==> src/rtl/bch_128_pkg.sv <==
// Shared constants, H-column table, encoder parity and FSM states for the shortened
// double-error BCH(144,128) decoder. BCH_128_DEC_DOUBLE_EN enables the SEARCH state.
package bch_128_pkg;

  localparam int K = 128;
  localparam int N = 144;
  localparam int R = 16;

  // Low 16 coefficients of g(x) for BCH(255,239) t=2 (octal 267543); x^16 is implicit.
  localparam logic [R-1:0] G_LOW = 16'h6F63;

  typedef logic [N-1:0][R-1:0] h_tab_t;

  // Column p is x^p mod g(x): unit vectors for the parity positions, encoder
  // parity membership for the data positions.
  function automatic h_tab_t gen_h_cols();
    h_tab_t       tab;
    logic [R-1:0] c;
    c = 16'h0001;
    for (int p = 0; p < N; p++) begin
      tab[p] = c;
      c = c[R-1] ? ((c << 1) ^ G_LOW) : (c << 1);
    end
    return tab;
  endfunction

  localparam h_tab_t H_COL = gen_h_cols();

  function automatic logic [R-1:0] enc_parity(input logic [0:K-1] data);
    logic [R-1:0] par;
    par = '0;
    for (int j = 0; j < K; j++)
      if (data[j]) par ^= H_COL[R+j];
    return par;
  endfunction

`ifdef BCH_128_DEC_DOUBLE_EN
  typedef enum logic [1:0] {IDLE, SYND, SEARCH, DONE} dec_state_t;
`else
  typedef enum logic [1:0] {IDLE, SYND, DONE} dec_state_t;
`endif

endpackage

==> src/rtl/bch_144_col_match.sv <==
// Combinational lookup of a 16-bit vector against all 144 H columns.
module bch_144_col_match
  import bch_128_pkg::*;
(
  input  logic [R-1:0] vec,
  output logic         hit,
  output logic [7:0]   pos
);

  logic [N-1:0] match;

  for (genvar gi = 0; gi < N; gi++) begin : g_cmp
    assign match[gi] = (vec == H_COL[gi]);
  end

  // Columns are distinct, so at most one compare fires.
  always_comb begin
    hit = |match;
    pos = '0;
    for (int p = 0; p < N; p++)
      if (match[p]) pos = 8'(p);
  end

endmodule

==> src/rtl/bch_128_dec.sv <==
// BCH(144,128) decoder: single-error correction in SYND, optional double-error
// search (one candidate per cycle) when BCH_128_DEC_DOUBLE_EN is defined.
module bch_128_dec
  import bch_128_pkg::*;
(
  input  logic         clk,
  input  logic         reset,
  input  logic         i_valid,
  output logic         i_ready,
  input  logic [0:N-1] i_code,
  output logic [0:K-1] o_data,
  output logic         o_valid,
  output logic [1:0]   o_err_cnt,
  output logic         o_uncorr
);

  dec_state_t   state_reg;
  logic [0:N-1] code_reg;
  logic [R-1:0] rx_par;
  logic [R-1:0] syn;
  logic [R-1:0] match_vec;
  logic         hit;
  logic [7:0]   hit_pos;
  logic [0:K-1] flip_data;

  for (genvar gi = 0; gi < R; gi++) begin : g_rx_par
    assign rx_par[gi] = code_reg[gi];
  end

  assign syn = enc_parity(code_reg[R:N-1]) ^ rx_par;

`ifdef BCH_128_DEC_DOUBLE_EN
  logic [7:0] idx_reg;

  // In SEARCH the matcher sees the residual after removing candidate column idx.
  assign match_vec = (state_reg == SEARCH) ? (syn ^ H_COL[idx_reg]) : syn;

  for (genvar gi = 0; gi < K; gi++) begin : g_flip
    assign flip_data[gi] = hit && ((hit_pos == 8'(R + gi)) ||
                                   (state_reg == SEARCH && idx_reg == 8'(R + gi)));
  end
`else
  assign match_vec = syn;

  for (genvar gi = 0; gi < K; gi++) begin : g_flip
    assign flip_data[gi] = hit && (hit_pos == 8'(R + gi));
  end
`endif

  bch_144_col_match u_match (
    .vec (match_vec),
    .hit (hit),
    .pos (hit_pos)
  );

  always_ff @(posedge clk) begin
    if (reset) begin
      state_reg <= IDLE;
      code_reg  <= '0;
      o_data    <= '0;
      o_valid   <= 1'b0;
      o_err_cnt <= 2'd0;
      o_uncorr  <= 1'b0;
      i_ready   <= 1'b1;
`ifdef BCH_128_DEC_DOUBLE_EN
      idx_reg   <= '0;
`endif
    end else begin
      case (state_reg)
        IDLE: begin
          if (i_valid) begin
            code_reg  <= i_code;
            i_ready   <= 1'b0;
            state_reg <= SYND;
          end
        end
        SYND: begin
          if (syn == '0 || hit) begin
            o_data    <= code_reg[R:N-1] ^ flip_data;
            o_err_cnt <= {1'b0, hit};
            o_uncorr  <= 1'b0;
            o_valid   <= 1'b1;
            state_reg <= DONE;
          end else begin
`ifdef BCH_128_DEC_DOUBLE_EN
            idx_reg   <= '0;
            state_reg <= SEARCH;
`else
            o_data    <= code_reg[R:N-1];
            o_err_cnt <= 2'd0;
            o_uncorr  <= 1'b1;
            o_valid   <= 1'b1;
            state_reg <= DONE;
`endif
          end
        end
`ifdef BCH_128_DEC_DOUBLE_EN
        SEARCH: begin
          if (hit) begin
            o_data    <= code_reg[R:N-1] ^ flip_data;
            o_err_cnt <= 2'd2;
            o_uncorr  <= 1'b0;
            o_valid   <= 1'b1;
            state_reg <= DONE;
          end else if (idx_reg == 8'(N - 1)) begin
            o_data    <= code_reg[R:N-1];
            o_err_cnt <= 2'd0;
            o_uncorr  <= 1'b1;
            o_valid   <= 1'b1;
            state_reg <= DONE;
          end else begin
            idx_reg <= idx_reg + 8'd1;
          end
        end
`endif
        DONE: begin
          o_valid   <= 1'b0;
          i_ready   <= 1'b1;
          state_reg <= IDLE;
        end
        default: state_reg <= IDLE;
      endcase
    end
  end

endmodule

==> config.mk <==
export PLATFORM = sky130hd
export DESIGN_NAME = bch_128_dec
export DESIGN_NICKNAME = d
export VERILOG_FILES = /design/src/rtl/bch_128_pkg.sv /design/src/rtl/bch_144_col_match.sv /design/src/rtl/bch_128_dec.sv
export SDC_FILE = /design/constraint.sdc
export NUM_CORES = 1
export LEC_CHECK = 0
export CORE_UTILIZATION = 55
export CTS_CLUSTER_DIAMETER = 200
export CTS_CLUSTER_SIZE = 20
export DETAILED_ROUTE_END_ITERATION = 7
export GPL_TIMING_DRIVEN = 0
export PLACE_DENSITY = 0.86
export SYNTH_ARGS = -nofsm -noshare
export SYNTH_HDL_FRONTEND = slang
export SYNTH_HIERARCHICAL = 1
export SYNTH_SLANG_ARGS = --single-unit
==> constraint.sdc <==
create_clock -name clk -period 7.3 [get_ports clk]
set_input_delay 1.095 -clock clk [delete_from_list [all_inputs] [get_ports clk]]
set_output_delay 1.095 -clock clk [all_outputs]
set_load 0.03 [all_outputs]
# After elaboration in Yosys (flattened, before gate mapping)
# Index checks and enable logic that the tools add are counted.
[op_classes]
eq_ne = 275
mux = 279
n_bitwise = 129
reduce_logical = 136
[op_table]
columns = ["op", "count"]
rows = [
  ["== test 16 bit, second input constant", 66],
  ["two-way mux 16 bit", 65],
  ["== test 8 x 7 -> 1 bit, second input constant", 64],
  ["== test 16 x 15 -> 1 bit, second input constant", 31],
  ["two-way mux 15 bit", 30],
  ["two-way mux 7 bit", 64],
  ["== test 16 x 14 -> 1 bit, second input constant", 16],
  ["== test 8 x 6 -> 1 bit, second input constant", 32],
  ["inverter 8 bit", 30],
  ["two-way mux 14 bit", 15],
  ["inverter 10 bit", 20],
  ["two-way mux 6 bit", 32],
  ["inverter 9 bit", 21],
  ["== test 16 x 13 -> 1 bit, second input constant", 10],
  ["inverter 7 bit", 21],
  ["OR reduction 144 bit", 1],
  ["== test 8 x 5 -> 1 bit, second input constant", 16],
  ["== test 8 bit, second input constant", 16],
  ["logical AND 1 bit", 128],
  ["two-way mux 128 bit", 1],
  ["two-way mux 8 bit", 16],
  ["XOR 128 bit", 1],
  ["two-way mux 13 bit", 9],
  ["inverter 11 bit", 10],
  ["other kinds (35)", 104],
]
[totals]
reg_bits = 279
in_bits = 147
out_inout_bits = 133
elab_cells = 826

# Logic depth before layout (Yosys ltp)
[logic_depth]
word_depth = 404
depth_mapped = 24
depth_no_buf = 18

# Hierarchy
# Netlist, hierarchy kept.
[by_module_without_submodules]
columns = ["mod", "n_inst", "cells_each", "area_each_um2", "seq_area_each_um2"]
rows = [
  ["bch_128_dec", 1, 1914, 16906.2, 5565.3],
  ["bch_144_col_match", 1, 473, 3113.0, 0.0],
]

# Worst setup path after synthesis
# OpenSTA, ideal clock, no wires.
[synth_path]
kind = "register to register"
from = "register code_reg[62] in the netlist's numbering"
to = "register o_data[25] in the netlist's numbering"
arrival_time_ns = 5.505
required_ns = 7.209
slack_ns = 1.704
stages_incl_launch_ff = 20
synth_period_minus_slack_ns = 5.596
path_cell_list = "dfxtp_1 -> clkbuf_1 -> xnor2_1 -> xnor3_1 -> xnor3_1 -> xnor3_1 -> xnor3_1 -> buf_4 -> buf_4 -> and4b_4 -> a32oi_1 -> nor2_1 -> or4b_1 -> or4_1 -> or3b_2 -> inv_1 -> nand3_1 -> clkbuf_1 -> or3_1 -> a311oi_1"
[synth_between]
word_cells_on_any_way = 458
[synth_rtl]
columns = ["element", "line_no", "rtl"]
rows = [
  ["start, declared", "bch_128_dec.sv:18", "logic [0:N-1] code_reg;"],
  ["start signal, assigned", "bch_128_dec.sv:72", "code_reg <= i_code;"],
  ["two-way mux 13 bit (*)", "bch_128_pkg.sv:33", "if (data[j]) par ^= H_COL[R+j];"],
  ["inverter 9 bit (no source line)", "n/a", ""],
  ["two-way mux 14 bit (*)", "bch_128_pkg.sv:33", ""],
  ["inverter 9 bit (no source line)", "n/a", ""],
  ["two-way mux 15 bit (*)", "bch_128_pkg.sv:33", ""],
  ["inverter 9 bit (no source line)", "n/a", ""],
  ["two-way mux 16 bit (*)", "bch_128_pkg.sv:33", ""],
  ["inverter 8 bit (no source line)", "n/a", ""],
  ["[... 121 more ...]", "n/a", ""],
  ["via match_vec[9]", "bch_128_dec.sv:21", "logic [R-1:0] match_vec;"],
  ["[... 63 more ...]", "n/a", ""],
  ["two-way mux 7 bit (64 in a row)", "bch_144_col_match.sv:21", "if (match[p]) pos = 8'(p);"],
  ["two-way mux 8 bit (15 in a row)", "bch_144_col_match.sv:21", ""],
  ["two-way mux 8 bit (*)", "bch_144_col_match.sv:21", ""],
  ["via hit_pos[1]", "bch_128_dec.sv:23", "logic [7:0] hit_pos;"],
  ["== test 8 x 6 -> 1 bit (*)", "bch_128_dec.sv:46", "assign flip_data[gi] = hit && (hit_pos == 8'(R + gi));"],
  ["logical AND 1 bit (*)", "bch_128_dec.sv:46", ""],
  ["XOR 128 bit (*)", "bch_128_dec.sv:79", "o_data <= code_reg[R:N-1] ^ flip_data;"],
  ["two-way mux 128 bit (*)", "bch_128_dec.sv:78", "if (syn == '0 || hit) begin"],
  ["end signal, assigned", "bch_128_dec.sv:79", ""],
  ["end signal, assigned", "bch_128_dec.sv:89", "o_data <= code_reg[R:N-1];"],
  ["end, declared", "bch_128_dec.sv:11", "output logic [0:K-1] o_data,"],
]
# The timed path passes the listed nets; every way through them passes the cells marked *.
# A chain may end at the register's enable or synchronous reset.

# Worst setup path after layout
[layout_path]
from = "register code_reg[67] in the netlist's numbering"
to = "register o_data[30] in the netlist's numbering"
[layout_between]
word_cells_on_any_way = 447
[layout_rtl]
columns = ["element", "line_no"]
rows = [
  ["two-way mux 16 bit (*)", "bch_128_pkg.sv:33"],
  ["inverter 10 bit (no source line)", "n/a"],
  ["two-way mux 16 bit (*)", "bch_128_pkg.sv:33"],
  ["inverter 7 bit (no source line)", "n/a"],
  ["two-way mux 16 bit (*)", "bch_128_pkg.sv:33"],
  ["two-way mux 15 bit (*)", "bch_128_pkg.sv:33"],
  ["two-way mux 16 bit (*)", "bch_128_pkg.sv:33"],
  ["inverter 9 bit (no source line)", "n/a"],
  ["[... 110 more ...]", "n/a"],
  ["via match_vec[5]", "bch_128_dec.sv:21"],
  ["[... 64 more ...]", "n/a"],
  ["two-way mux 7 bit (64 in a row)", "bch_144_col_match.sv:21"],
  ["two-way mux 8 bit (15 in a row)", "bch_144_col_match.sv:21"],
  ["two-way mux 8 bit (*)", "bch_144_col_match.sv:21"],
  ["via hit_pos[0]", "bch_128_dec.sv:23"],
  ["== test 8 x 6 -> 1 bit (*)", "bch_128_dec.sv:46"],
  ["logical AND 1 bit (*)", "bch_128_dec.sv:46"],
  ["XOR 128 bit (*)", "bch_128_dec.sv:79"],
  ["two-way mux 128 bit (*)", "bch_128_dec.sv:78"],
]
# Marks and branches as above.

==> impl_metrics.env <==
export IMPL_run_status="finished with violations"
export IMPL_violations="design-rule violations, negative setup slack"
export IMPL_drv_cap=0
export IMPL_final_min_period_over_clock_period_pct=103
export IMPL_clock_sink_count=278
export IMPL_gp_routability_congestion=1.22
export IMPL_synth_top_cells_by_area="dfxtp_1 (28%), xnor3_1 (11%), xnor2_1 (10%)"
export IMPL_synth_compound_area_share_pct=13.3
export IMPL_start_util_pct=56.1
export IMPL_clock_tree_buffer_depth=3
export IMPL_finalClockSkew_ps=35.1
export IMPL_h_tree_levels=1
export IMPL_crit_path_max_fanout=10
export IMPL_sequential_area_share_after_synthesis_pct=27.8
export IMPL_final_setup_worst_slack_ps=-200
export IMPL_final_cells=3137
export IMPL_detail_route_wirelength_um=96800
export IMPL_timing_slew_headroom_pct=3.81
export IMPL_slew_violations=0
export IMPL_async_flop_share_pct=0
export IMPL_synthesis_nets=2538
export IMPL_grt_antenna_before_repair=4
export IMPL_synth_edff_count=0
export IMPL_synth_warning_count=6
export IMPL_die_y_um=193
export IMPL_port_buffer_count=277
export IMPL_max_freq_mhz=133
export IMPL_post_synth_instance_area_um2=20000
export IMPL_wire_per_inst_um=30.8
export IMPL_grt_ovfl_total=0
export IMPL_worst_setup_hold_path_clk_slew_ps=90
export IMPL_post_synth_top_count_cell="nand2_1"
export IMPL_layout_drive_gt1_share_pct=7.63
export IMPL_cp_data_arrival_time_ps=7930
export IMPL_cts_root_buffer_cell="clkbuf_16"
export IMPL_worstSetupPathType="flip-flop to flip-flop"
export IMPL_timing_reg2reg_setup_slack_ps=-200
export IMPL_synth_lib_cells_used_distinct=79
export IMPL_final_util_pct=68.1
export IMPL_dr_total_vias=21500
export IMPL_synth_largest_area_cell="dfxtp_1"
export IMPL_detail_route_iter0_violations=3385
export IMPL_synthXorXnorAreaFrac_pct=28.1
export IMPL_critPathRequiredTime_ps=7730
export IMPL_firstDrtPassIters=8
export IMPL_yosys_area_share_simple_pct=24.5
export IMPL_fin_setup_tns_ps=-1980
export IMPL_postSynthCellCount=2387
export IMPL_fp_dieW_um=193
export IMPL_cts_buffers_inserted=17
export IMPL_first_global_vias=20300
export IMPL_synth_flop_cell="dfxtp_1"
export IMPL_estimated_wirelength_of_the_detail_placed_design_um=74500
export IMPL_placement_rows=69
export IMPL_synth_cells_most_frequent="nand2_1 (425), dfxtp_1 (278), xnor2_1 (236), clkbuf_1 (182), nor2_1 (170)"
export IMPL_final_setup_viol_count=30
export IMPL_largest_reg_flops=144
export IMPL_detailedPlace_worstSlack_ps=-1250
export IMPL_design_core_area_um2=35700
export IMPL_synth_top_area_share_pct=27.8
export IMPL_timing_hold_worst_class="flip-flop to flip-flop"
export IMPL_muxShareOfSynthArea_pct=0.150
export IMPL_io_pin_count=280
export IMPL_final_hold_violation_count=0
export IMPL_dp_cells=3133
export IMPL_grt_setup_unrepaired="yes"
export IMPL_tritoncts="built"
export IMPL_flow_area_growth_from_synthesis_pct=21.2
export IMPL_synth_top_family_by_area="XOR/XNOR gates"
export IMPL_first_pass_grt_wire_length_um=136000
export IMPL_synth_area_per_cell_um2=8.39
export IMPL_die_area_um2=37200
export IMPL_timing_critical_path_from_type="flip-flop"
export IMPL_nets=2825
export IMPL_antenna_violating_nets_post_route=0
export IMPL_drt_drc_violations_left=131
export IMPL_synth_ff_latch_count=278
export IMPL_groute_usage_overall_pct=51.3
export IMPL_crit_path_end_kind="flip-flop"
export IMPL_worst_margin_pin_slew_ps=1430
export IMPL_post_route_min_period_ps=7500
export IMPL_drt_vias_per_instance=6.87
export IMPL_yosys_area_share_adder_pct=0.250
export IMPL_grt_start_max_net_pins=21
export IMPL_clkLatencyLatePin_ps=540
[final timing paths]
check | start | end | cells after the start
setup reg to reg | code_reg[67] | o_data[30] | 23
setup / recovery | code_reg[67] | o_data[30] | 23
hold / removal | code_reg[0] | code_reg[0] | 2
hold reg to reg | code_reg[0] | code_reg[0] | 2
[worst max-delay path, cell delays in order, from the launching register on]
cell and delay, ps:
dfxtp_1 320, clkbuf_1 420, xnor2_1 190, xnor2_2 380
xnor3_1 480, xnor3_1 390, xnor3_1 470, inv_1 80
buf_6 150, buf_6 140, nor4bb_1 160, buf_2 240
nand4_1 140, nor4bb_1 340, nand4_1 160, or4_1 460
nor4_4 430, nand3_1 290, clkbuf_2 320, nor2b_4 330
nand2_1 380, clkbuf_2 380, or3_1 400, a311oi_1 320
[metal layers]
metal / up-vias / track usage (%) / routed length, um
met1: 9889 / 56.8 / 31200
met2: 2054 / 77.8 / 40500
met4: 2 / 45.6 / 10900
met3: 694 / 17.9 / 14200
li1: 8902 / - / -
met5: - / 0 / 12
[final cells by class]
type,instances,area (um2)
Antenna cell,2,5.00
Clock buffer,18,439
Sequential cell,278,5580
Inverter,12,45.0
Multi-Input combinational cell,1849,13700
Timing Repair Buffer,291,2880
Fill cell,2795,11400
Buffer,225,1080
Clock inverter,1,8.76
Tap cell,461,577
[cells in the final DEF (no fill, tap or decap), types with 12 or more instances in the layout]
master | netlist | final
buf_2 | 27 | 27
a211oi_1 | 51 | 51
clkdlybuf4s50_1 | 0 | 277
nand2_1 | 425 | 424
xor2_1 | 106 | 104
inv_1 | 12 | 12
clkbuf_2 | 3 | 16
nor4_1 | 19 | 17
o21ai_0 | 89 | 89
xnor3_1 | 95 | 95
and4b_1 | 14 | 14
clkbuf_16 | 0 | 17
clkbuf_1 | 182 | 145
and4_1 | 14 | 14
or3_1 | 79 | 79
nand4_1 | 69 | 69
a21oi_1 | 160 | 159
a311oi_1 | 84 | 83
buf_6 | 15 | 15
xnor2_1 | 236 | 226
dfxtp_1 | 278 | 267
nor3_1 | 24 | 21
nand3_1 | 38 | 38
buf_4 | 13 | 27
nor2_1 | 170 | 170
nor2b_1 | 16 | 14
xnor2_2 | 4 | 14
[timing repair]
action | in CTS | in global routing
pin swaps | 1 | 4
gates resized for setup | 33 | 50
setup buffers | 2 | 4
hold buffers | 0 | 0
endpoints found under the setup margin | 128 | 128
[logic make-up (layout without fill, tap and decap cells)]
kind of cell    count (synthesis)  count (layout)
xor+xnor                      458             458
mux                             3               3
compound gates                421             421
buf+inv                       260             547
other cells                     1               3
simple gates                  962             962
flops                         278             278
fa+ha+maj                       4               4
[metrics by stage]
step | hold WS (ps) | instance area, um2
final | 492 | 24300
after global routing | 510 | 24300
after CTS | 490 | 24100
after detailed placement | 480 | 23500
after global placement | 461 | 23400
after floorplan | 443 | 20000
Power is not shown: default switching activity piles up to over one toggle a cycle in this logic, so the estimate is an artifact.
